===== src/rtl/forwarding_hazard_unit_if.sv =====
// Bundle of ID/EX/MEM/WB signals shared by the pipeline and the forwarding/hazard unit.
// master = pipeline side driving stage info, slave = the forwarding_hazard_unit.
interface forwarding_hazard_unit_if #(
    parameter int REG_INDEX_BIT_WIDTH = 4,
    parameter int bitwidth            = 32,
    parameter int NUM_READ_PORTS      = 2
);
    logic                                          hold;
    logic                                          flush;
    logic                                          id_valid;
    logic [REG_INDEX_BIT_WIDTH-1:0]                id_dst_index;
    logic                                          id_writes_reg;
    logic                                          id_is_load;
    logic [NUM_READ_PORTS*REG_INDEX_BIT_WIDTH-1:0] id_src_index;
    logic [NUM_READ_PORTS-1:0]                     id_src_used;
    logic [NUM_READ_PORTS*bitwidth-1:0]            ex_reg_data;
    logic [bitwidth-1:0]                           mem_data;
    logic [bitwidth-1:0]                           wb_data;
    logic [NUM_READ_PORTS*bitwidth-1:0]            data_forwarded;
    logic [2*NUM_READ_PORTS-1:0]                   fwd_sel;
    logic                                          load_use_stall;

    modport master (
        output hold, flush, id_valid, id_dst_index, id_writes_reg, id_is_load,
               id_src_index, id_src_used, ex_reg_data, mem_data, wb_data,
        input  data_forwarded, fwd_sel, load_use_stall
    );

    modport slave (
        input  hold, flush, id_valid, id_dst_index, id_writes_reg, id_is_load,
               id_src_index, id_src_used, ex_reg_data, mem_data, wb_data,
        output data_forwarded, fwd_sel, load_use_stall
    );
endinterface


===== src/rtl/forwarding_hazard_unit.sv =====
// Tracks in-flight writers (EX/MEM/WB), forwards the newest result to EX operands and
// raises a one-cycle load-use stall. Define ZERO_REG_EN to hard-wire register 0 to zero.
module forwarding_hazard_unit #(
    parameter int REG_INDEX_BIT_WIDTH = 4,
    parameter int bitwidth            = 32,
    parameter int NUM_READ_PORTS      = 2
) (
    input logic                    clk,
    input logic                    reset,
    forwarding_hazard_unit_if.slave bus
);
    localparam int RW = REG_INDEX_BIT_WIDTH;
    localparam int DW = bitwidth;
    localparam int NP = NUM_READ_PORTS;

`ifdef ZERO_REG_EN
    localparam bit ZERO_EN = 1'b1;
`else
    localparam bit ZERO_EN = 1'b0;
`endif

    typedef struct packed {
        logic          valid;
        logic [RW-1:0] dst;
        logic          wr;
        logic          ld;
    } stage_rec_t;

    // Load data is final once in WB, so the WB record needs no load flag.
    typedef struct packed {
        logic          valid;
        logic [RW-1:0] dst;
        logic          wr;
    } wb_rec_t;

    stage_rec_t              ex_rec;
    logic [NP-1:0][RW-1:0]   ex_src;
    logic [NP-1:0]           ex_used;
    stage_rec_t              mem_rec;
    wb_rec_t                 wb_rec;

    logic                    src_match;
    logic                    stall_raw;
    logic                    accept;

    function automatic logic is_zero(input logic [RW-1:0] idx);
        return ZERO_EN && (idx == '0);
    endfunction

    always_comb begin
        src_match = 1'b0;
        for (int p = 0; p < NP; p++) begin
            if (bus.id_src_used[p] && (bus.id_src_index[p*RW +: RW] == ex_rec.dst))
                src_match = 1'b1;
        end
        stall_raw = bus.id_valid && !bus.flush && ex_rec.valid && ex_rec.wr &&
                    ex_rec.ld && !is_zero(ex_rec.dst) && src_match;
        accept    = bus.id_valid && !bus.flush && !stall_raw;
    end

    assign bus.load_use_stall = stall_raw && !reset;

    // MEM beats WB because it holds the younger writer; loads in MEM have no data yet.
    always_comb begin
        bus.data_forwarded = '0;
        bus.fwd_sel        = '0;
        for (int p = 0; p < NP; p++) begin
            logic live;
            logic mem_hit;
            logic wb_hit;
            live    = ex_rec.valid && ex_used[p] && !is_zero(ex_src[p]);
            mem_hit = live && mem_rec.valid && mem_rec.wr && !mem_rec.ld &&
                      (mem_rec.dst == ex_src[p]);
            wb_hit  = live && wb_rec.valid && wb_rec.wr && (wb_rec.dst == ex_src[p]);
            if (mem_hit) begin
                bus.data_forwarded[p*DW +: DW] = bus.mem_data;
                bus.fwd_sel[2*p +: 2]          = 2'b01;
            end else if (wb_hit) begin
                bus.data_forwarded[p*DW +: DW] = bus.wb_data;
                bus.fwd_sel[2*p +: 2]          = 2'b10;
            end else begin
                bus.data_forwarded[p*DW +: DW] = bus.ex_reg_data[p*DW +: DW];
                bus.fwd_sel[2*p +: 2]          = 2'b00;
            end
        end
    end

    always_ff @(posedge clk) begin
        if (reset) begin
            ex_rec.valid  <= 1'b0;
            mem_rec.valid <= 1'b0;
            wb_rec.valid  <= 1'b0;
        end else if (!bus.hold) begin
            wb_rec  <= '{valid: mem_rec.valid, dst: mem_rec.dst, wr: mem_rec.wr};
            mem_rec <= ex_rec;
            if (accept) begin
                ex_rec  <= '{valid: 1'b1, dst: bus.id_dst_index,
                             wr: bus.id_writes_reg, ld: bus.id_is_load};
                ex_src  <= bus.id_src_index;
                ex_used <= bus.id_src_used;
            end else begin
                ex_rec.valid <= 1'b0;
            end
        end
    end
endmodule


===== src/flat_wrapper.sv =====
// flat-port wrapper written by rule: the top's interface ports become plain ports
module forwarding_hazard_unit_flat 
#(
    parameter int REG_INDEX_BIT_WIDTH = 4,
    parameter int bitwidth            = 32,
    parameter int NUM_READ_PORTS      = 2
)
  (clk, reset, bus_hold, bus_flush, bus_id_valid, bus_id_dst_index, bus_id_writes_reg, bus_id_is_load, bus_id_src_index, bus_id_src_used, bus_ex_reg_data, bus_mem_data, bus_wb_data, bus_data_forwarded, bus_fwd_sel, bus_load_use_stall);
  forwarding_hazard_unit_if #(.REG_INDEX_BIT_WIDTH(REG_INDEX_BIT_WIDTH), .bitwidth(bitwidth), .NUM_READ_PORTS(NUM_READ_PORTS)) bus_i ();
  input logic clk;
  input logic reset;
  input wire logic [$bits(bus_i.hold)-1:0] bus_hold;
  input wire logic [$bits(bus_i.flush)-1:0] bus_flush;
  input wire logic [$bits(bus_i.id_valid)-1:0] bus_id_valid;
  input wire logic [$bits(bus_i.id_dst_index)-1:0] bus_id_dst_index;
  input wire logic [$bits(bus_i.id_writes_reg)-1:0] bus_id_writes_reg;
  input wire logic [$bits(bus_i.id_is_load)-1:0] bus_id_is_load;
  input wire logic [$bits(bus_i.id_src_index)-1:0] bus_id_src_index;
  input wire logic [$bits(bus_i.id_src_used)-1:0] bus_id_src_used;
  input wire logic [$bits(bus_i.ex_reg_data)-1:0] bus_ex_reg_data;
  input wire logic [$bits(bus_i.mem_data)-1:0] bus_mem_data;
  input wire logic [$bits(bus_i.wb_data)-1:0] bus_wb_data;
  output wire logic [$bits(bus_i.data_forwarded)-1:0] bus_data_forwarded;
  output wire logic [$bits(bus_i.fwd_sel)-1:0] bus_fwd_sel;
  output wire logic [$bits(bus_i.load_use_stall)-1:0] bus_load_use_stall;
  assign bus_i.hold = bus_hold;
  assign bus_i.flush = bus_flush;
  assign bus_i.id_valid = bus_id_valid;
  assign bus_i.id_dst_index = bus_id_dst_index;
  assign bus_i.id_writes_reg = bus_id_writes_reg;
  assign bus_i.id_is_load = bus_id_is_load;
  assign bus_i.id_src_index = bus_id_src_index;
  assign bus_i.id_src_used = bus_id_src_used;
  assign bus_i.ex_reg_data = bus_ex_reg_data;
  assign bus_i.mem_data = bus_mem_data;
  assign bus_i.wb_data = bus_wb_data;
  assign bus_data_forwarded = bus_i.data_forwarded;
  assign bus_fwd_sel = bus_i.fwd_sel;
  assign bus_load_use_stall = bus_i.load_use_stall;
  forwarding_hazard_unit #(.REG_INDEX_BIT_WIDTH(REG_INDEX_BIT_WIDTH), .bitwidth(bitwidth), .NUM_READ_PORTS(NUM_READ_PORTS)) u_core (.clk(clk), .reset(reset), .bus(bus_i));
endmodule

===== config.mk =====
export PLATFORM = sky130hd
export DESIGN_NAME = forwarding_hazard_unit_flat
export DESIGN_NICKNAME = d
export VERILOG_FILES = /design/src/rtl/forwarding_hazard_unit_if.sv /design/src/rtl/forwarding_hazard_unit.sv /design/src/flat_wrapper.sv
export SDC_FILE = /design/constraint.sdc
export NUM_CORES = 1
export LEC_CHECK = 0
export ABC_CLOCK_PERIOD_IN_PS = 1850
export CAP_MARGIN = 30
export CORE_MARGIN = 2
export CORE_UTILIZATION = 28
export CTS_CLUSTER_SIZE = 25
export DETAILED_ROUTE_END_ITERATION = 7
export PLACE_DENSITY = 0.81
export SYNTH_ARGS = -nofsm -noshare
export SYNTH_HDL_FRONTEND = slang
export SYNTH_SLANG_ARGS = --single-unit

===== constraint.sdc =====
create_clock -name clk -period 1.85 [get_ports clk]
set_input_delay 0.37 -clock clk [delete_from_list [all_inputs] [get_ports clk]]
set_output_delay 0.37 -clock clk [all_outputs]
set_load 0.005 [all_outputs]

==> summary.txt, run 1 <==
Synth
  • Post-synth ARST share: 0
  • Synthesized area per cell: 7.73 um^2
  • Synth Register Bits: 30
  • Sequential share of the synthesized area: 0.328
  • Post-Syn Nets: 492
  • Yosys cell types: 30
  • Most used DFF post-synth: edfxtp_1
  • Synth Instances: 343
  • Synth Cell Area: 2650 um^2
  • Warning count from the yosys run: 0
  • Post-synth EDFFs: 27

Place
  • PortBufs: 217
  • Routability-driven placement congestion ratio: 0.846
  • Detailed Place HPWL: 8.26 mm

Critical path
  • CP Launch Type: flip-flop
  • CP max FO: 4
  • CP required: 1480 ps
  • CP max stage cell: edfxtp_1
  • Crit path arrival time: 2140 ps
  • Most frequent CP cell: buf_6
  • Worst path max stage delay: 420 ps
  • Crit Path Category: flip-flop to output port
  • Cell breakdown of the critical path: buf_6 > xnor2_4 > and2_4 > and3_4 > buf_12 > buf_8 > buf_6 > mux2i_1 > o21ai_1 > buf_2
  • Worst setup EP type: output port

Power and ir drop
  • Power consumption: 1.90 mW
  • Cell Pwr Density: 307 nW/um^2
  • Maximum VDD drop: 0.522 mV
  • P_leak: 2.50 nW

Detailed routing
  • Vias/cell: 4.97
  • Residual DRC count: 0
  • Final wirelength: 13.0 mm
  • Via count: 3709
  • Post-DRT Antenna Nets: 0
  • Routed wire per std cell: 17.4 um
  • DR pass1 iterations: 5
  • First DRT Iteration DRCs: 95

STA
  • Hold Fails Final Rpt: 0
  • Setup ws final: -663 ps
  • Slew Viols, Final: 0
  • Hold_ws: 432 ps
  • Max_slew headroom: 0.766
  • Clock skew: 3.27 ps
  • Slew @ Worst Pin: 352 ps
  • Final setup viols: 69
  • Post-layout min period: 2510 ps
  • Final period utilization: 1.36
  • RSZ-0062 raised after global routing: yes
  • Max Freq: 398 MHz

Global route
  • Initial antenna violation count: 0
  • Number of global-route vias before repair: 3890
  • Global Route Usage Sum: 0.230
  • Congestion Overflow GR: 0
  • Global-route wire length before repair: 18.8 mm
  • Largest net degree at the start of global routing: 43

Clock tree
  • Number of H-tree levels: 2
  • CTS sink cnt: 30
  • CTS clk-pin slew, worst paths: 60 ps
  • CTS Root Cell: clkbuf_8
  • CTS max path bufs: 2
  • CTS tree: yes
  • Num CTS Buffers: 5
  • Clk_lat worst skew: 280 ps
  • CTS Hold Bufs: 0

Layout
  • Total Nets Final: 784
  • Antenna cell count: 0
  • Layout cells sized above 1: 0.379
  • Final core occ: 0.671
  • Area grow syn2layout: 133%

Status
  • Failing checks: setup timing
  • Status: finished, violations left

Floorplanning
  • Die ar.: 10300 um^2
  • Die H: 101 um
  • I/O pin count: 218
  • Starting Density: 0.288
  • Die X: 101 um
  • Rows: 35
  • Core Footprint: 9200 um^2

Hold path
  • Min-delay worst type: primary input to flip-flop

Job
  • Max Cap Viol: 0
[layout by cell type, fill, tap and decap left out, types with 8 or more instances in the layout]
cell | Yosys | final
buf_8 | 3 | 8
xor2_1 | 15 | 13
buf_12 | 0 | 17
mux2i_1 | 34 | 26
nand2_4 | 0 | 9
a31oi_1 | 32 | 30
o21ai_1 | 14 | 27
buf_4 | 3 | 29
clkdlybuf4s50_1 | 0 | 143
buf_6 | 4 | 33
edfxtp_1 | 27 | 27
nand2_1 | 99 | 62
nor2_1 | 41 | 38
nand2_2 | 0 | 27
buf_2 | 9 | 64
[worst paths after layout]
path,start,end,slack [ps],depth (start not counted)
min reg2reg,u_core.mem_rec[1],u_core.wb_rec[0],460,0
max,u_core.wb_rec[3],bus_data_forwarded[17],-660,10
max reg2reg,u_core.ex_rec[2],u_core.ex_used[0],110,7
min,bus_id_src_index[3],u_core.ex_src[3],430,1
[per-layer routing]
| metal | share of wire | track usage | routed length, um |
|---|---|---|---|
| met4 | 0.018 | 0.0665 | 228 |
| met3 | 0.080 | 0.0476 | 1050 |
| met1 | 0.37 | 0.251 | 4810 |
| met5 | 0 | 0 | 0 |
| met2 | 0.53 | 0.444 | 6940 |
[cell families (layout without fill, tap and decap cells)]
kind of cell / Yosys count / after routing / share of synthesized area
flip-flops: 30 / 30 / 0.328
buffers and inverters: 29 / 322 / 0.0736
multiplexers: 34 / 34 / 0.128
XOR/XNOR: 21 / 21 / 0.0694
AO/OA/AOI/OAI: 68 / 68 / 0.149
AND/OR/NAND/NOR: 161 / 161 / 0.252
[state kept, by name, indices dropped and copies added (netlist names)]
register / flops
u_core.ex_used: 2
u_core.mem_rec: 7
u_core.ex_src: 8
u_core.wb_rec: 6
u_core.ex_rec: 7
[Yosys cell counts (4+ instances only)]
master    instances  area share
a31oi_1          32       0.076
buf_2             9       0.017
buf_6             4       0.017
clkbuf_1          6      0.0085
edfxtp_1         27        0.31
inv_1             4      0.0057
mux2i_1          34        0.13
nand2_1          99        0.14
nand3_1           4      0.0076
nor2_1           41       0.058
o21ai_0          18       0.034
o21ai_1          14       0.026
xnor2_1           6       0.020
xor2_1           15       0.050
[area by class of cell]
| type | count | area (um^2) |
|---|---|---|
| Clock buffer | 6 | 72.6 |
| Clock inverter | 2 | 8.76 |
| Fill cell | 730 | 3030 |
| Inverter | 4 | 20.0 |
| Multi-Input combinational cell | 284 | 1980 |
| Sequential cell | 30 | 872 |
| Tap cell | 111 | 139 |
| Timing Repair Buffer | 310 | 3080 |
[power by group]
part / switching (mW) / internal [mW] / total (mW)
clock: 0.228 / 0.258 / 0.486
combinational: 0.217 / 0.424 / 0.641
sequential: 0.0119 / 0.756 / 0.768
total: 0.458 / 1.44 / 1.90
[stage by stage]
step | instances | setup TNS (ps) | area (um^2) | setup slack, ps
finish | 747 | -39670 | 6170 | -663
global route | 747 | -46630 | 6170 | -759
CTS | 746 | -41200 | 5930 | -698
detailed placement | 678 | -50010 | 5120 | -698
global placement | 678 | -47910 | 5120 | -668
floorplan | 343 | 0 | 2650 | 9.92
[timing repair]
item                                    4_1_cts  5_1_grt
pin swaps                                    46       62
endpoints found under the hold margin         0        0
resized for setup                           381       77
setup buffers                                51        6
endpoints found under the setup margin       85       85
gates cloned                                  9        3
[critical path, delay by kind of cell, from the launching register on]
kind,cells,cell delay (ps)
compound gates,1,70
xor+xnor,1,160
buf+inv,5,610
flops,1,420
mux,1,170
simple gates,2,430
Power figures use the tool's default switching activity.
==> run 2, diff against run 1 <==
--- a/config.mk
+++ b/config.mk
@@ -11,6 +11,7 @@
 export CORE_UTILIZATION = 28
 export CTS_CLUSTER_SIZE = 25
 export DETAILED_ROUTE_END_ITERATION = 7
+export GPL_ROUTABILITY_DRIVEN = 0
 export PLACE_DENSITY = 0.81
 export SYNTH_ARGS = -nofsm -noshare
 export SYNTH_HDL_FRONTEND = slang
==> results of run 2 <==
No change in the layout: final DEF, timing and power equal those of run 1.
==> run 3, diff against run 2 <==
--- a/config.mk
+++ b/config.mk
@@ -6,12 +6,13 @@
 export NUM_CORES = 1
 export LEC_CHECK = 0
 export ABC_CLOCK_PERIOD_IN_PS = 1850
-export CAP_MARGIN = 30
+export CAP_MARGIN = 20
 export CORE_MARGIN = 2
 export CORE_UTILIZATION = 28
 export CTS_CLUSTER_SIZE = 25
 export DETAILED_ROUTE_END_ITERATION = 7
 export GPL_ROUTABILITY_DRIVEN = 0
+export MAX_ROUTING_LAYER = met4
 export PLACE_DENSITY = 0.81
 export SYNTH_ARGS = -nofsm -noshare
 export SYNTH_HDL_FRONTEND = slang
==> run 3 against run 2 <==
  * The flow still finishes with violations (setup timing)
  * Worst setup slack worse by 5.1 ps
  * Die area unchanged
  * Worst hold slack worse by 2.3 ps
  * Critical path depth unchanged
  * Final cell count unchanged
  * Routed wire length up 0.63%
  * Global-route usage up 0.64 points
  * Combinational power about the same
  * Sequential power about the same
  * Non-clock buffer count unchanged
  * Largest cell class unchanged
==> summary.txt, run 3 (synthesized netlist as in run 1, its figures left out) <==
Status
  • Status: finished, violations left
  • Failing checks: setup timing

Critical path
  • Worst setup EP type: output port
  • CP max FO: 4 (unchanged)
  • CP required: 1480 ps (about the same)
  • RR Startpoint: u_core.ex_rec[2]
  • CP Launch Type: flip-flop
  • Crit path arrival time: 2150 ps (about the same)
  • FF-to-FF setup slack: 110 ps (about the same)
  • R2R cell count: 7 (unchanged)
  • Crit Path Category: flip-flop to output port
  • Crit Reg-Reg Endpoint: u_core.ex_used[0]

Layout
  • Max reg flops: 8 (unchanged)
  • Total Nets Final: 784 (unchanged)
  • Layout cells sized above 1: 0.384 (+0.00472)
  • Most common cell after layout, fill and taps aside: clkdlybuf4s50_1
  • Antenna cell count: 0 (unchanged)
  • Area grow syn2layout: 133%
  • Top reg by flops: u_core.ex_src
  • Largest regs: u_core.ex_src: 8 flops, u_core.ex_rec: 7 flops, u_core.mem_rec: 7 flops
  • Final Cell Area: 6180 um^2 (+0.20%)
  • Fillers: 718 (-1.6%)
  • Commonest cells after routing, fill and taps aside: clkdlybuf4s50_1 (143), buf_2 (64), nand2_1 (59), nor2_1 (38), buf_6 (33)

Detailed routing
  • Via count: 3770 (+1.6%)
  • First DRT Iteration DRCs: 116 (+22%)
  • Residual DRC count: 0 (unchanged)
  • Final wirelength: 13.1 mm (+0.63%)
  • Routed wire per std cell: 17.5 um (+0.63%)
  • DR pass1 iterations: 4 (-1)
  • Post-DRT Antenna Nets: 0 (unchanged)
  • Vias/cell: 5.05 (+1.6%)

Floorplanning
  • Die ar.: 10300 um^2 (unchanged)
  • I/O pin count: 218 (unchanged)
  • Rows: 35 (unchanged)
  • Die X: 101 um (unchanged)
  • Starting Density: 0.288 (unchanged)
  • Core Footprint: 9200 um^2 (unchanged)
  • Die H: 101 um (unchanged)

Power and ir drop
  • Switching pwr: 0.459 mW (+0.33%)
  • P_leak: 2.50 nW (+0.10%)
  • Cell Pwr Density: 307 nW/um^2 (-0.11%)
  • Power consumption: 1.90 mW (about the same)
  • Maximum VDD drop: 0.521 mV (about the same)
  • Clock group share of total power: 0.256 (about the same)
  • P_int: 1.44 mW (about the same)
  • Combinational share of power: 0.339 (about the same)
  • Sw Ratio: 0.242 (+0.000571)
  • Register share of total power: 0.405 (about the same)

STA
  • Clock skew: 3.19 ps (-0.0799 ps)
  • Slew @ Worst Pin: 351 ps (-1.09 ps)
  • Max Freq: 397 MHz (-0.20%)
  • Setup TNS: -40220 ps (-548 ps)
  • Setup ws final: -668 ps (-5.09 ps)
  • Final setup viols: 69 (unchanged)
  • Slew Viols, Final: 0 (unchanged)
  • Post-layout min period: 2520 ps (+5.09 ps)
  • Hold_ws: 429 ps (-2.29 ps)
  • RSZ-0062 raised after global routing: yes
  • Max_slew headroom: 0.766 (about the same)
  • Hold Fails Final Rpt: 0 (unchanged)
  • Final period utilization: 1.36 (+0.00275)

Job
  • Max Cap Viol: 0 (unchanged)

Global route
  • Global-route wire length before repair: 18.7 mm (-0.44%)
  • Largest net degree at the start of global routing: 43 (unchanged)
  • Number of global-route vias before repair: 3903 (+0.33%)
  • Global Route Usage Sum: 0.236 (+0.00637)
  • Initial antenna violation count: 0 (unchanged)
  • Congestion Overflow GR: 0 (unchanged)

Clock tree
  • CTS Root Cell: clkbuf_8
  • CTS Hold Bufs: 0 (unchanged)
  • Clk_lat worst skew: 280 ps (about the same)
  • Number of H-tree levels: 2 (unchanged)
  • Num CTS Buffers: 5 (unchanged)
  • CTS clk-pin slew, worst paths: 60 ps (about the same)
  • CTS sink cnt: 30 (unchanged)
  • CTS max path bufs: 2 (unchanged)
  • CTS tree: yes

Hold path
  • Worst Hold Path EP: u_core.ex_src[3]
  • Min-delay worst type: primary input to flip-flop
  • Hold Startpoint: bus_id_src_index[3]
  • Hold Path Depth: 1 (unchanged)

Place
  • PortBufs: 217 (unchanged)
  • Pre-CTS setup slack: -698 ps (unchanged)
  • Detailed Place HPWL: 8.26 mm (unchanged)
  • Area post-placement: 5120 um^2 (unchanged)
run 3: cell count changes in the layout (fill, tap and decap cells not counted):
cell	change
nand2_4	+1
nand2_2	+2
nand2_1	-3
run 3: cell type report:
| cell class | instances | area [um^2] | share of cell area |
|---|---|---|---|
| Clock buffer | 6 | 72.6 | 0.0117 |
| Clock inverter | 2 | 8.76 | 0.00142 |
| Inverter | 4 | 20.0 | 0.00324 |
| Multi-Input combinational cell | 284 | 1990 | 0.322 |
| Sequential cell | 30 | 872 | 0.141 |
| Tap cell | 111 | 139 | 0.0225 |
| Timing Repair Buffer | 310 | 3080 | 0.498 |
run 3: repair_timing:
item | 4_1_cts | 5_1_grt
setup endpoints to repair | 85 | 85
gates cloned | 9 | 3
pin swaps | 46 | 61
setup buffers | 51 | 6
gates resized for setup | 381 | 81
run 3: how the worst max path moves through the flow:
stage | to | slack (ps) | from | depth (start not counted)
2_1_floorplan | bus_data_forwarded[33] | 10 | u_core.wb_rec[3] | 7
3_3_place_gp | bus_load_use_stall | -670 | bus_flush | 7
3_5_place_dp | bus_data_forwarded[58] | -700 | u_core.ex_src[4] | 7
4_1_cts | bus_data_forwarded[45] | -700 | u_core.wb_rec[1] | 9
5_1_grt | bus_data_forwarded[33] | -770 | u_core.ex_src[6] | 8
6_report | bus_data_forwarded[17] | -670 | u_core.wb_rec[3] | 10
run 3: per-layer routing:
metal	global-route usage	vias to the layer above	share of wire
met5	-	-	0
met4	0.0748	0	0.023
met3	0.0455	38	0.080
met2	0.440	186	0.53
met1	0.251	1757	0.37
li1	-	1789	-
run 3: worst max-delay path, stage by stage, from the launching register on:
cell and delay, ps:
edfxtp_1 420, buf_6 150, xnor2_4 160, and2_4 170, and3_4 260, buf_12 130
buf_8 110, buf_6 90, mux2i_1 170, o21ai_1 70, buf_2 130
run 3: power groups by stage:
stage	clock, mW	sequential, mW	combinational [mW]
4_1_cts	0.505	0.768	0.602
2_1_floorplan	0	0.781	0.118
3_5_place_dp	0	0.782	0.644
3_3_place_gp	0	0.781	0.631
6_report	0.486	0.768	0.643
5_1_grt	0.527	0.770	0.683
run 3: per-stage QoR:
step           cells  utilization
6_report         747        0.672
5_1_grt          747        0.672
4_1_cts          746        0.645
3_5_place_dp     678        0.557
3_3_place_gp     678        0.557
2_1_floorplan    343            -
